$ cat src/rtl/demux1x4_pipe.sv
// Pipelined 1:4 stream demux: in_sel[1] picks a stage-1 slot, then the stored in_sel[0] picks a stage-2 lane.
// Latency: 2 cycles from acceptance to out_valid. Sustains 1 word/cycle while the targeted lanes are ready.
// Backpressure: in_ready is combinational from out_ready through both stages. There is head-of-line blocking per half.
// Optional per-lane transfer counters on lane_cnt when DEMUX1X4_PIPE_STATS_EN is defined.
module demux1x4_pipe #(
  parameter int WIDTH = 8
) (
  input  logic                 clk,
  input  logic                 rst_n,
  input  logic                 in_valid,
  output logic                 in_ready,
  input  logic [WIDTH-1:0]     in_data,
  input  logic [1:0]           in_sel,
  output logic [3:0]           out_valid,
  input  logic [3:0]           out_ready,
`ifdef DEMUX1X4_PIPE_STATS_EN
  output logic [31:0]          lane_cnt,
`endif
  output logic [4*WIDTH-1:0]   out_data
);

  // Index 0 is slot L (lanes 0/1), index 1 is slot H (lanes 2/3).
  logic [1:0]            slot_vld_q, slot_vld_d;
  logic [1:0]            slot_sel_q, slot_sel_d;
  logic [1:0][WIDTH-1:0] slot_dat_q, slot_dat_d;
  logic [3:0]            lane_vld_q, lane_vld_d;
  logic [3:0][WIDTH-1:0] lane_dat_q, lane_dat_d;

  logic [3:0] lane_free;
  logic [3:0] lane_load;
  logic [1:0] slot_drain;
  logic [1:0] slot_free;
  logic [1:0] lane_idx;
  logic       accept;

  always_comb begin
    lane_free  = ~lane_vld_q | out_ready;
    lane_load  = '0;
    slot_drain = '0;
    slot_free  = '0;
    lane_idx   = '0;
    for (int h = 0; h < 2; h++) begin
      lane_idx            = {h[0], slot_sel_q[h]};
      slot_drain[h]       = slot_vld_q[h] && lane_free[lane_idx];
      slot_free[h]        = !slot_vld_q[h] || slot_drain[h];
      lane_load[lane_idx] = slot_drain[h];
    end
    in_ready = rst_n && slot_free[in_sel[1]];
    accept   = in_valid && in_ready;
  end

  always_comb begin
    slot_vld_d = slot_vld_q;
    slot_sel_d = slot_sel_q;
    slot_dat_d = slot_dat_q;
    lane_vld_d = lane_vld_q;
    lane_dat_d = lane_dat_q;
    for (int h = 0; h < 2; h++) begin
      if (accept && (in_sel[1] == h[0])) begin
        slot_vld_d[h] = 1'b1;
        slot_sel_d[h] = in_sel[0];
        slot_dat_d[h] = in_data;
      end else if (slot_drain[h]) begin
        slot_vld_d[h] = 1'b0;
      end
    end
    // A refill wins over a drain, so a lane can stream without bubbles.
    for (int k = 0; k < 4; k++) begin
      if (lane_load[k]) begin
        lane_vld_d[k] = 1'b1;
        lane_dat_d[k] = slot_dat_q[k[1]];
      end else if (out_ready[k]) begin
        lane_vld_d[k] = 1'b0;
      end
    end
  end

  always_ff @(posedge clk) begin
    if (!rst_n) begin
      slot_vld_q <= '0;
      slot_sel_q <= '0;
      slot_dat_q <= '0;
      lane_vld_q <= '0;
      lane_dat_q <= '0;
    end else begin
      slot_vld_q <= slot_vld_d;
      slot_sel_q <= slot_sel_d;
      slot_dat_q <= slot_dat_d;
      lane_vld_q <= lane_vld_d;
      lane_dat_q <= lane_dat_d;
    end
  end

  assign out_valid = lane_vld_q;
  assign out_data  = lane_dat_q;

`ifdef DEMUX1X4_PIPE_STATS_EN
  logic [3:0][7:0] cnt_q, cnt_d;

  always_comb begin
    cnt_d = cnt_q;
    for (int k = 0; k < 4; k++) begin
      cnt_d[k] = cnt_q[k] + 8'(lane_vld_q[k] && out_ready[k]);
    end
  end

  always_ff @(posedge clk) begin
    if (!rst_n) begin
      cnt_q <= '0;
    end else begin
      cnt_q <= cnt_d;
    end
  end

  assign lane_cnt = cnt_q;
`endif

endmodule
$ cat config.mk
export PLATFORM = sky130hd
export DESIGN_NAME = demux1x4_pipe
export DESIGN_NICKNAME = d
export VERILOG_FILES = /design/src/rtl/demux1x4_pipe.sv
export SDC_FILE = /design/constraint.sdc
export NUM_CORES = 1
export LEC_CHECK = 0
export BUFFER_PORTS_ARGS = -buffer_cell sky130_fd_sc_hd__buf_2
export CAP_MARGIN = 15
export CORE_AREA = 2 2 71 73
export CTS_CLUSTER_DIAMETER = 100
export DETAILED_ROUTE_END_ITERATION = 8
export DIE_AREA = 0 0 73 75
export GPL_TIMING_DRIVEN = 0
export HOLD_SLACK_MARGIN = 0.06
export PLACE_DENSITY = 0.74
export SLEW_MARGIN = 30
export SYNTH_ARGS = -nofsm -noshare
export SYNTH_HDL_FRONTEND = slang
export SYNTH_SLANG_ARGS = --single-unit
$ cat constraint.sdc
create_clock -name clk -period 1.7 [get_ports clk]
set_clock_uncertainty 0.2 [all_clocks]
set_input_delay 0.17 -clock clk [delete_from_list [all_inputs] [get_ports clk]]
set_output_delay 0.17 -clock clk [all_outputs]
set_load 0.02 [all_outputs]
Yosys cells after proc, flatten, opt, wreduce, memory -nomap -nowiden
Index checks and enable logic that the tools add are counted.
Cells by class
  magnitude comparators: 5
  reduce and logical (&&, ||, !) cells: 18
  mux-type cells: 23
  bitwise logic cells: 4
Operator list (count)
  2-to-1 mux 1 bit: 20
  nonzero test 2 bit: 6
  logical AND 1 bit: 8
  AND 4 x 2 -> 4 bit: 1
  bitwise mux 4 bit: 1
  NOT 4 bit: 1
  OR 4 bit: 1
  < comparator 1 x 3 -> 1 bit (second input constant): 1
  < comparator 2 x 3 -> 1 bit (second input constant): 1
  demux 1 bit (select 1 bit): 2
  greater-or-equal comparator 2 x 1 -> 1 bit (second input constant): 1
  zero test 1 bit: 2
  logical OR 1 bit: 2
  < comparator 1 x 2 -> 1 bit (second input constant): 1
  greater-or-equal comparator 1 bit (second input constant): 1
  NOT 1 bit: 1
Storage, ports and cells
  word-level logic and storage cells: 64
  input port bits: 17
  output and inout bits: 37
  bits in registers: 56

Depth between registers and ports, before layout
Gate-level depths: netlist (run 1).
  depth in word-level cells: 12
  depth in mapped cells: 5
  gate-level depth less buffers: 3

Worst setup path after synthesis (run 1)
OpenSTA, ideal clock, no wires.
  path kind: register -> output
  start: reg lane_vld_q[1] (netlist: out_valid[1])
  end: out in_ready
  arrival time: 1.340 ns
  required time: 1.330 ns
  path buffers: 1
  path slack: -0.010 ns
  stages on the path, launching flop included: 5
  cells stage by stage: dfxtp_1 > nor2b_1 > clkbuf_1 > a221o_1 > a21boi_1
On the way
  cells in the longest elaborated chain, start to end: 9
RTL lines
  from (decl): RTL line 26  | logic [3:0] lane_vld_q, lane_vld_d;
  from (signal assigned): RTL line 89  | lane_vld_q <= lane_vld_d;
  NOT 4 bit: RTL line 37  | lane_free = ~lane_vld_q | out_ready;
  OR 4 bit: RTL line 37
  2-to-1 mux 1 bit (implied by the code) (2 in series): RTL line 44  | slot_drain[h] = slot_vld_q[h] && lane_free[lane_idx];
  logical AND 1 bit: RTL line 44
  logical OR 1 bit: RTL line 45  | slot_free[h] = !slot_vld_q[h] || slot_drain[h];
  2-to-1 mux 1 bit (implied by the code) (2 in series): RTL line 48  | in_ready = rst_n && slot_free[in_sel[1]];
  logical AND 1 bit: RTL line 48
  to (decl): RTL line 11  | output logic in_ready,
Every way passes these cells. The select of a mux whose other input is x is not followed.

Final worst setup path (run 1)
  start: reg slot_vld_q[0]
  end: out in_ready
On the way
  cells in the longest elaborated chain, start to end: 5
  elaborated cells on any way between the ends: 6
RTL lines
  from (decl): RTL line 23  | logic [1:0] slot_vld_q, slot_vld_d;
  from (signal assigned): RTL line 86  | slot_vld_q <= slot_vld_d;
  zero test 1 bit / logical AND 1 bit (equally long branches): RTL line 45, 44
  logical OR 1 bit *: RTL line 45
  2-to-1 mux 1 bit (implied by the code) * (2 in series): RTL line 48
  logical AND 1 bit *: RTL line 48
Every way passes the cells marked *; elsewhere a longest branch is shown, timed or not. The select of a mux whose other input is x is not followed.

==> impl_metrics.py, run 1 <==
metrics = {
    "setup_path": {
        "path_max_fanout": 4,
        "r2r_slack_ps": 110,
        "worstSetupStartpointType": "flip-flop",
        "critPathLaunch": "slot_vld_q[0]",
        "crit_required_ps": 1330,
        "reg2reg_depth": 5,
        "r2r-end": "slot_vld_q[0]",
        "critPathKind": "reg2out",
        "worstSetupEndpointType": "output port",
        "r2r-start": "out_valid[0]",
        "arrival_ps": 1440,
    },
    "power_and_ir_drop": {
        "seqPwrFrac": 0.531,
        "p_sw_frac": 0.216,
        "clkPwrFrac": 0.386,
        "p_comb_frac": 0.083,
        "vdd_drop_max_mv": 0.597,
        "internal-power_uw": 2030,
        "power_density_mw_per_mm2": 869,
        "p_sw_uw": 558,
        "p_total_uw": 2590,
        "p_leak_uw": 0.00123,
    },
    "cells_and_area": {
        "drive_above_1_share": 0.282,
        "nNetsFinal": 340,
        "n_fill_cell": 408,
        "multi_input_area_mm2": 0.00111,
        "seq_area_mm2": 0.00113,
        "area_growth_pct": 28.8,
        "num_antenna_cells": 0,
        "finalNonFillerCells": 377,
    },
    "grt": {
        "overflow": 0,
        "track_usage": 0.210,
        "antenna_found_initial": 0,
        "grt_pass1_vias": 1850,
        "grt_pass1_wl_um": 8700,
        "grt_max_degree": 17,
    },
    "logic_synthesis": {
        "yosysSeqAreaShare": 0.485,
        "synth_area_leaders": "dfxtp_1 49%, a21boi_0 11%, mux2i_1 7.8%, nand3_1 6.9%, o21ai_0 6.9%",
        "synth_nets": 270,
        "yosys_warnings": 0,
        "yosys.area.top_type": "dfxtp_1",
        "synth-xor-area-share": 0,
        "syn_inst": 253,
        "synth_area_mm2": 0.00231,
        "synth.top_cell.area_share": 0.485,
        "synth_top_family_by_area": "compound AO/OA/AOI/OAI gates",
        "synth-seq-cells": 56,
        "synthAdderAreaFrac": 0,
        "synth_simple_gate_area_frac": 0.162,
        "synth_edf_count": 0,
        "synth_most_common_cell": "dfxtp_1",
        "ys_types": 20,
        "ys_async_sr_fraction": 0,
        "synth-compound-area-share": 0.218,
        "netlist_top_cells_count": "56 x dfxtp_1, 35 x a21boi_0, 32 x nand3_1, 32 x o21ai_0, 30 x nand2_1",
        "synth_mux_area_frac": 0.0780,
        "synth_ff_type": "dfxtp_1",
        "syn_area_per_cell_um2": 9.13,
    },
    "cts": {
        "clk_latency_ps": 310,
        "cts_tree": "yes",
        "cts.sinks": 56,
        "clk_pin_slew_ps": 90,
        "htree_levels": 2,
        "cts_buffers": 5,
        "root_buffer": "clkbuf_8",
        "cts.path.max_buffers": 2,
    },
    "timing": {
        "grt_setup_unrepaired": "true",
        "hold_violations": 0,
        "final_max_slew_viol_count": 0,
        "setup_viol": 1,
        "min_period_ps": 1810,
        "fin_ws_ps": -110,
        "slew_headroom": 0.705,
        "hold_slack_ps": 63.6,
        "period_share": 1.06,
        "tightest_slew_ps": 443,
        "fmax_ghz": 0.553,
    },
    "worst_hold_path": {
        "min_from": "rst_n",
        "hold_class": "in2reg",
        "min_to": "out_data[30]",
        "whs_path_depth": 2,
    },
    "die": {
        "initial_utilization": 0.496,
        "design.die.area_mm2": 0.00548,
        "rows": 25,
        "coreArea_mm2": 0.00466,
        "ios": 54,
        "die_h_um": 75,
        "die_w_um": 73,
    },
    "place": {
        "dpl_worst_slack_ps": -58.1,
        "dp.cells": 359,
        "place_congestion": 0.897,
        "dpl.hpwl_um": 3910,
        "port_buffers": 52,
    },
    "route": {
        "drtAntennaViolNets": 0,
        "routed_via_density": 5.33,
        "routed_wl_um": 5490,
        "firstDrtPassIters": 4,
        "avgRoutedWirePerCell_um": 14.6,
        "first_iter_violations": 151,
        "num_vias": 2009,
        "drc": 0,
    },
    "outcome": {
        "outcome": "complete, but fails checks",
        "failed_checks": "negative setup slack",
    },
    "run": {
        "cap_viol_max_count": 0,
    },
}
==> worst max-delay path by stage <==
stage	end	slack [ps]	depth (start not counted)
after floorplan	in_ready	80	4
after global placement	in_ready	-40	5
after detailed placement	in_ready	-60	5
after CTS	in_ready	-100	4
after global routing	in_ready	-140	4
final	in_ready	-110	4
==> registers in the layout (all words and copies together) (netlist names) <==
signal	flops
out_data	32
out_valid	4
slot_dat_q	16
slot_sel_q	2
slot_vld_q	2
==> routing by layer <==
layer  share of wire  track usage
met1            0.48        0.296
met3           0.059       0.0415
met2            0.45        0.323
met4           0.013       0.0700
met5               0            0
==> layout make-up <==
type	instances	share of cell area
plain buffers	17	0.0345
clock buffers	5	0.0231
clock inverters	2	0.0202
multi-input cells	172	0.375
flip-flops and latches	56	0.379
well taps	54	0.0227
repair buffers	71	0.146
==> cell families (layout without fill, tap and decap cells) <==
logic type	Yosys count	after routing
compound gates	76	76
buf+inv	25	95
flops	56	56
mux	18	18
simple gates	78	78
==> power by group through the flow <==
stage               logic, uW  registers [uW]  clock network [uW]
global placement          176            1400                   0
floorplan                 114            1400                   0
global route              232            1380                1060
detailed placement        178            1400                   0
CTS                       213            1370                1020
finish                    213            1370                 999
==> layout by cell type, fill, tap and decap left out <==
cell            n
nand2b_1        3
clkbuf_1        8
nand2_1        29
and2_4          1
or2b_4          1
a21boi_1        1
dfxtp_1        51
dlygate4sd3_1  12
o21a_1          1
o221ai_4        1
bufinv_16       2
buf_2          55
o221ai_1        2
o21ai_0        32
nor2b_4         3
o22ai_1         1
nand2_2         1
dfxtp_2         5
buf_6           4
buf_4           9
a221oi_2        1
mux2i_1        18
clkbuf_8        5
a221o_1         1
a21boi_2        1
a21boi_0       35
and2_1          2
nand2b_2        2
nand3_1        32
nor2b_1         4
==> repair_timing <==
item                                    4_1_cts  5_1_grt
buffers inserted                              7        0
hold buffers                                 12        0
cloned                                        0        0
endpoints found under the setup margin        1        1
pin swaps                                     2        0
hold endpoints to repair                     19        0
gates resized for setup                      20        0
==> stage by stage <==
step | setup TNS (ps) | utilization | area (um^2)
floorplan | 0 | - | 2310
global placement | -37.7 | 0.567 | 2640
detailed placement | -58.1 | 0.567 | 2640
CTS | -99.4 | 0.639 | 2980
global route | -138 | 0.639 | 2980
finish | -110 | 0.639 | 2980
==> critical path, cell delays in order (launching register included) <==
cell and delay [ps]:
dfxtp_2 350, and2_4 160, a221o_1 310, a21boi_2 160, buf_4 160
No activity file was read; power rests on OpenSTA's default activity.
==> run 2: changes to the inputs <==
CORE_AREA = 2 2 70 72   (was 2 2 71 73)
DIE_AREA = 0 0 72 74   (was 0 0 73 75)
PLACE_DENSITY = 0.76   (was 0.74)
TNS_END_PERCENT = 10   (was not set)
==> run 2 against run 1 <==
  * Wire length down 3.4%
  * Flip-flop and latch count unchanged
  * Setup slack better by 25 ps
  * Highest routed layer unchanged
  * Clock power down 27%
  * Worst hold slack about the same
  * Largest cell class unchanged
  * The flow still finishes with violations (negative setup slack)
==> impl_metrics.py, run 2 (synthesis gave the netlist of run 1 again) <==
metrics = {
    "setup_path": {
        "path_max_fanout": 5,
        "crit_required_ps": 1330,
        "r2r_slack_ps": 120,
        "worstSetupEndpointType": "output port",
        "arrival_ps": 1420,
        "critPathKind": "reg2out",
        "worstSetupStartpointType": "flip-flop",
    },
    "cts": {
        "htree_levels": 2,
        "cts_tree": "yes",
        "cts.sinks": 56,
        "cts_buffers": 5,
        "clk_pin_slew_ps": 100,
        "root_buffer": "clkbuf_8",
        "cts.path.max_buffers": 2,
        "clk_latency_ps": 300,
    },
    "die": {
        "rows": 25,
        "die_h_um": 74,
        "ios": 54,
        "design.die.area_mm2": 0.00533,
        "coreArea_mm2": 0.00460,
        "initial_utilization": 0.503,
        "die_w_um": 72,
    },
    "place": {
        "place_congestion": 0.879,
        "dp.cells": 359,
        "dpl_worst_slack_ps": -40.6,
        "port_buffers": 52,
        "dpl.hpwl_um": 3870,
    },
    "route": {
        "avgRoutedWirePerCell_um": 14.1,
        "routed_via_density": 5.44,
        "routed_wl_um": 5300,
        "firstDrtPassIters": 4,
        "first_iter_violations": 146,
        "num_vias": 2044,
        "drtAntennaViolNets": 0,
        "drc": 0,
    },
    "timing": {
        "fin_ws_ps": -85.3,
        "setup_viol": 1,
        "grt_setup_unrepaired": "true",
        "period_share": 1.05,
        "fmax_ghz": 0.560,
        "final_max_slew_viol_count": 0,
        "hold_violations": 0,
        "hold_slack_ps": 63.8,
        "setup_tns_ps": -85.3,
        "tightest_slew_ps": 412,
        "min_period_ps": 1790,
        "slew_headroom": 0.725,
    },
    "power_and_ir_drop": {
        "power_density_mw_per_mm2": 792,
        "p_leak_uw": 0.00121,
        "vdd_drop_max_mv": 0.603,
    },
    "grt": {
        "grt_pass1_vias": 1931,
        "grt_max_degree": 17,
        "track_usage": 0.212,
        "overflow": 0,
        "antenna_found_initial": 0,
        "grt_pass1_wl_um": 8740,
    },
    "cells_and_area": {
        "largest_reg_flops": 32,
        "num_antenna_cells": 0,
        "area_growth_pct": 26.6,
        "final_util": 0.636,
        "nNetsFinal": 338,
        "n_fill_cell": 420,
        "drive_above_1_share": 0.276,
        "final_common_cell": "buf_2",
        "finalNonFillerCells": 376,
        "layout_common_cells": "55 x buf_2, 52 x dfxtp_1, 35 x a21boi_0, 32 x nand3_1, 32 x o21ai_0",
    },
    "outcome": {
        "failed_checks": "negative setup slack",
        "outcome": "complete, but fails checks",
    },
    "worst_hold_path": {
        "hold_class": "in2reg",
    },
    "run": {
        "cap_viol_max_count": 0,
    },
}
run 2: cell count changes in the layout (fill, tap and decap cells not counted), sizes merged:
cell    delta
clkbuf     +1
buf        -2
bufinv     -2
clkinv     +2
run 2: cell type report:
cell class              count  area (um^2)  share of cell area
repair buffers             69          420               0.144
clock buffers               6         82.6              0.0282
clock inverters             2         10.0             0.00342
plain buffers              17          103              0.0351
multi-input cells         172         1110               0.381
flip-flops and latches     56         1130               0.386
well taps                  54         67.6              0.0231
run 2: worst paths after layout:
check / startpoint / to / depth (start not counted)
worst min register to register: out_data[3] / out_data[3] / 2
worst min-delay path: in_valid / slot_vld_q[1] / 4
worst max-delay path: slot_sel_q[0] / in_ready / 4
worst max register to register: slot_sel_q[1] / slot_dat_q[11] / 5
run 2: power by group:
group	internal, uW	switching [uW]	total (uW)
combinational	104	106	210
sequential	1340	30.2	1370
clock	326	408	734
total	1770	544	2320
run 2: worst max-delay path: stages (launching register included):
cell and delay [ps]:
dfxtp_4 380, and2_4 140, a221o_1 300, a21boi_2 140
buf_4 160
run 2: what timing repair did:
item / 4_1_cts / 5_1_grt
buffers inserted: 5 / 0
resized for setup: 20 / 0
endpoints found under the setup margin: 1 / 1
hold endpoints to repair: 18 / 0
hold buffers: 12 / 0
pin swaps: 2 / 0
run 2: through the flow:
stage / area, um^2 / total power, uW
after detailed placement: 2640 / 1580
after global routing: 2930 / 2400
final: 2930 / 2320
after CTS: 2930 / 2320
after floorplan: 2310 / 1510
after global placement: 2640 / 1580
run 2: metal layers:
layer | global-route usage | vias to the layer above | share of wire
li1 | - | 1022 | -
met1 | 0.295 | 957 | 0.47
met2 | 0.333 | 57 | 0.47
met3 | 0.0393 | 8 | 0.052
met4 | 0.0776 | 0 | 0.015
met5 | 0 | - | 0
==> run 3: changes to the inputs <==
MAX_ROUTING_LAYER = met4   (was not set)
==> run 3 against run 2 <==
  * The run still ends with negative setup slack left
  * Combinational power about the same
  * Via count is 0.39% lower
  * Die area unchanged
  * Maximum frequency increased by 0.13%
  * Worst hold slack about the same
  * Utilization did not move
  * Sequential share of layout area unchanged
  * Flip-flop and latch count unchanged
==> impl_metrics.py, run 3 (synthesis gave the netlist of run 1 again) <==
metrics = {
    "cells_and_area": {
        "drive_above_1_share": 0.276,
        "n_fill_cell": 420,
        "final_cell_area_mm2": 0.00293,
        "num_antenna_cells": 0,
        "largest_reg_flops": 32,
        "seq_area_mm2": 0.00113,
        "area_growth_pct": 26.6,
        "multi_input_area_mm2": 0.00111,
        "final_util": 0.636,
        "nNetsFinal": 338,
        "final_common_cell": "buf_2",
        "layout_common_cells": "55 x buf_2, 52 x dfxtp_1, 35 x a21boi_0, 32 x nand3_1, 32 x o21ai_0",
    },
    "outcome": {
        "failed_checks": "negative setup slack",
        "outcome": "complete, but fails checks",
    },
    "setup_path": {
        "arrival_ps": 1410,
        "worstSetupEndpointType": "output port",
        "worstSetupStartpointType": "flip-flop",
        "max_stage_delay_ps": 370,
        "path_max_fanout": 5,
        "crit_required_ps": 1330,
        "r2r-start": "slot_sel_q[1]",
        "r2r_slack_ps": 120,
        "cp_cell_sequence": "and2_4, a221o_1, a21boi_2, buf_4",
        "critPathKind": "reg2out",
        "reg2reg_depth": 5,
        "cpMaxStageDelayCell": "dfxtp_4",
        "r2r-end": "slot_dat_q[11]",
    },
    "route": {
        "dr_wl_met2_um": 2460,
        "num_vias": 2036,
        "drc": 0,
        "wl_met3_um": 210,
        "first_iter_violations": 145,
        "avgRoutedWirePerCell_um": 14.2,
        "routed_wl_um": 5330,
        "met1Wirelength_um": 2580,
        "firstDrtPassIters": 4,
        "routed_via_density": 5.41,
        "drtAntennaViolNets": 0,
        "top_layer": "met4",
    },
    "cts": {
        "cts.path.max_buffers": 2,
        "cts_tree": "yes",
        "clk_pin_slew_ps": 90,
        "htree_levels": 2,
        "clk_latency_ps": 300,
        "root_buffer": "clkbuf_8",
        "cts_buffers": 5,
        "cts.sinks": 56,
    },
    "place": {
        "port_buffers": 52,
        "dpl.hpwl_um": 3870,
        "place_congestion": 0.894,
        "post_dp_cell_area_mm2": 0.00264,
    },
    "die": {
        "die_w_um": 72,
        "rows": 25,
        "design.die.area_mm2": 0.00533,
        "coreArea_mm2": 0.00460,
        "ios": 54,
        "die_h_um": 74,
        "initial_utilization": 0.503,
    },
    "worst_hold_path": {
        "min_from": "in_valid",
        "whs_path_depth": 4,
        "hold_class": "in2reg",
        "min_to": "slot_vld_q[1]",
    },
    "power_and_ir_drop": {
        "vdd_drop_max_mv": 0.605,
        "p_leak_uw": 0.00121,
        "p_total_uw": 2320,
        "power_density_mw_per_mm2": 792,
    },
    "run": {
        "cap_viol_max_count": 0,
    },
    "timing": {
        "hold_slack_ps": 63.8,
        "setup_tns_ps": -83.1,
        "grt_setup_unrepaired": "true",
        "fmax_ghz": 0.561,
        "setup_viol": 1,
        "hold_violations": 0,
        "period_share": 1.05,
        "final_max_slew_viol_count": 0,
        "tightest_slew_ps": 428,
        "fin_ws_ps": -83.1,
        "min_period_ps": 1780,
        "slew_headroom": 0.714,
    },
    "grt": {
        "track_usage": 0.219,
        "grt_pass1_vias": 1932,
        "grt_max_degree": 17,
        "antenna_found_initial": 0,
        "grt_pass1_wl_um": 8740,
        "overflow": 0,
    },
}
run 3: what timing repair did:
| item | CTS | global route |
|---|---|---|
| endpoints found under the hold margin | 18 | 0 |
| buffers inserted | 5 | 0 |
| pin swaps | 2 | 0 |
| hold buffers | 12 | 0 |
| endpoints found under the setup margin | 1 | 1 |
| gates resized for setup | 20 | 0 |
run 3: layout make-up:
type,instances,area share
Buffer,17,0.0351
Clock buffer,6,0.0282
Clock inverter,2,0.00342
Multi-Input combinational cell,172,0.381
Sequential cell,56,0.386
Tap cell,54,0.0231
Timing Repair Buffer,69,0.144
run 3: worst max path at each step:
| stage | from | end | slack [ps] | depth (start not counted) |
|---|---|---|---|---|
| 2_1_floorplan | out_valid[1] | in_ready | 80 | 4 |
| 3_3_place_gp | slot_sel_q[1] | in_ready | -30 | 5 |
| 3_5_place_dp | slot_sel_q[1] | in_ready | -40 | 5 |
| 4_1_cts | slot_sel_q[0] | in_ready | -90 | 4 |
| 5_1_grt | out_valid[0] | in_ready | -140 | 4 |
| 6_report | slot_sel_q[0] | in_ready | -80 | 4 |
run 3: routing by layer:
| metal | track usage | vias to the layer above |
|---|---|---|
| li1 | - | 1018 |
| met1 | 0.296 | 964 |
| met2 | 0.333 | 46 |
| met3 | 0.0379 | 8 |
| met4 | 0.0776 | 0 |
| met5 | - | - |
run 3: critical path: cells and delay by family (launching register included):
| kind | cells | cell delay [ps] |
|---|---|---|
| AOI/OAI and AO/OA | 2 | 440 |
| buffers and inverters | 1 | 160 |
| DFF | 1 | 370 |
| and+or+nand+nor | 1 | 140 |
run 3: through the flow:
step	setup slack [ps]	std cells
final	-83.1	376
after global routing	-139	376
after CTS	-87.5	376
after detailed placement	-40.6	359
after global placement	-25.0	359
after floorplan	83.5	253
run 3: power by group:
part	switching, uW	leakage, uW	internal, uW
clock	408	0.0000510	326
combinational	106	0.000700	104
sequential	30.7	0.000456	1340
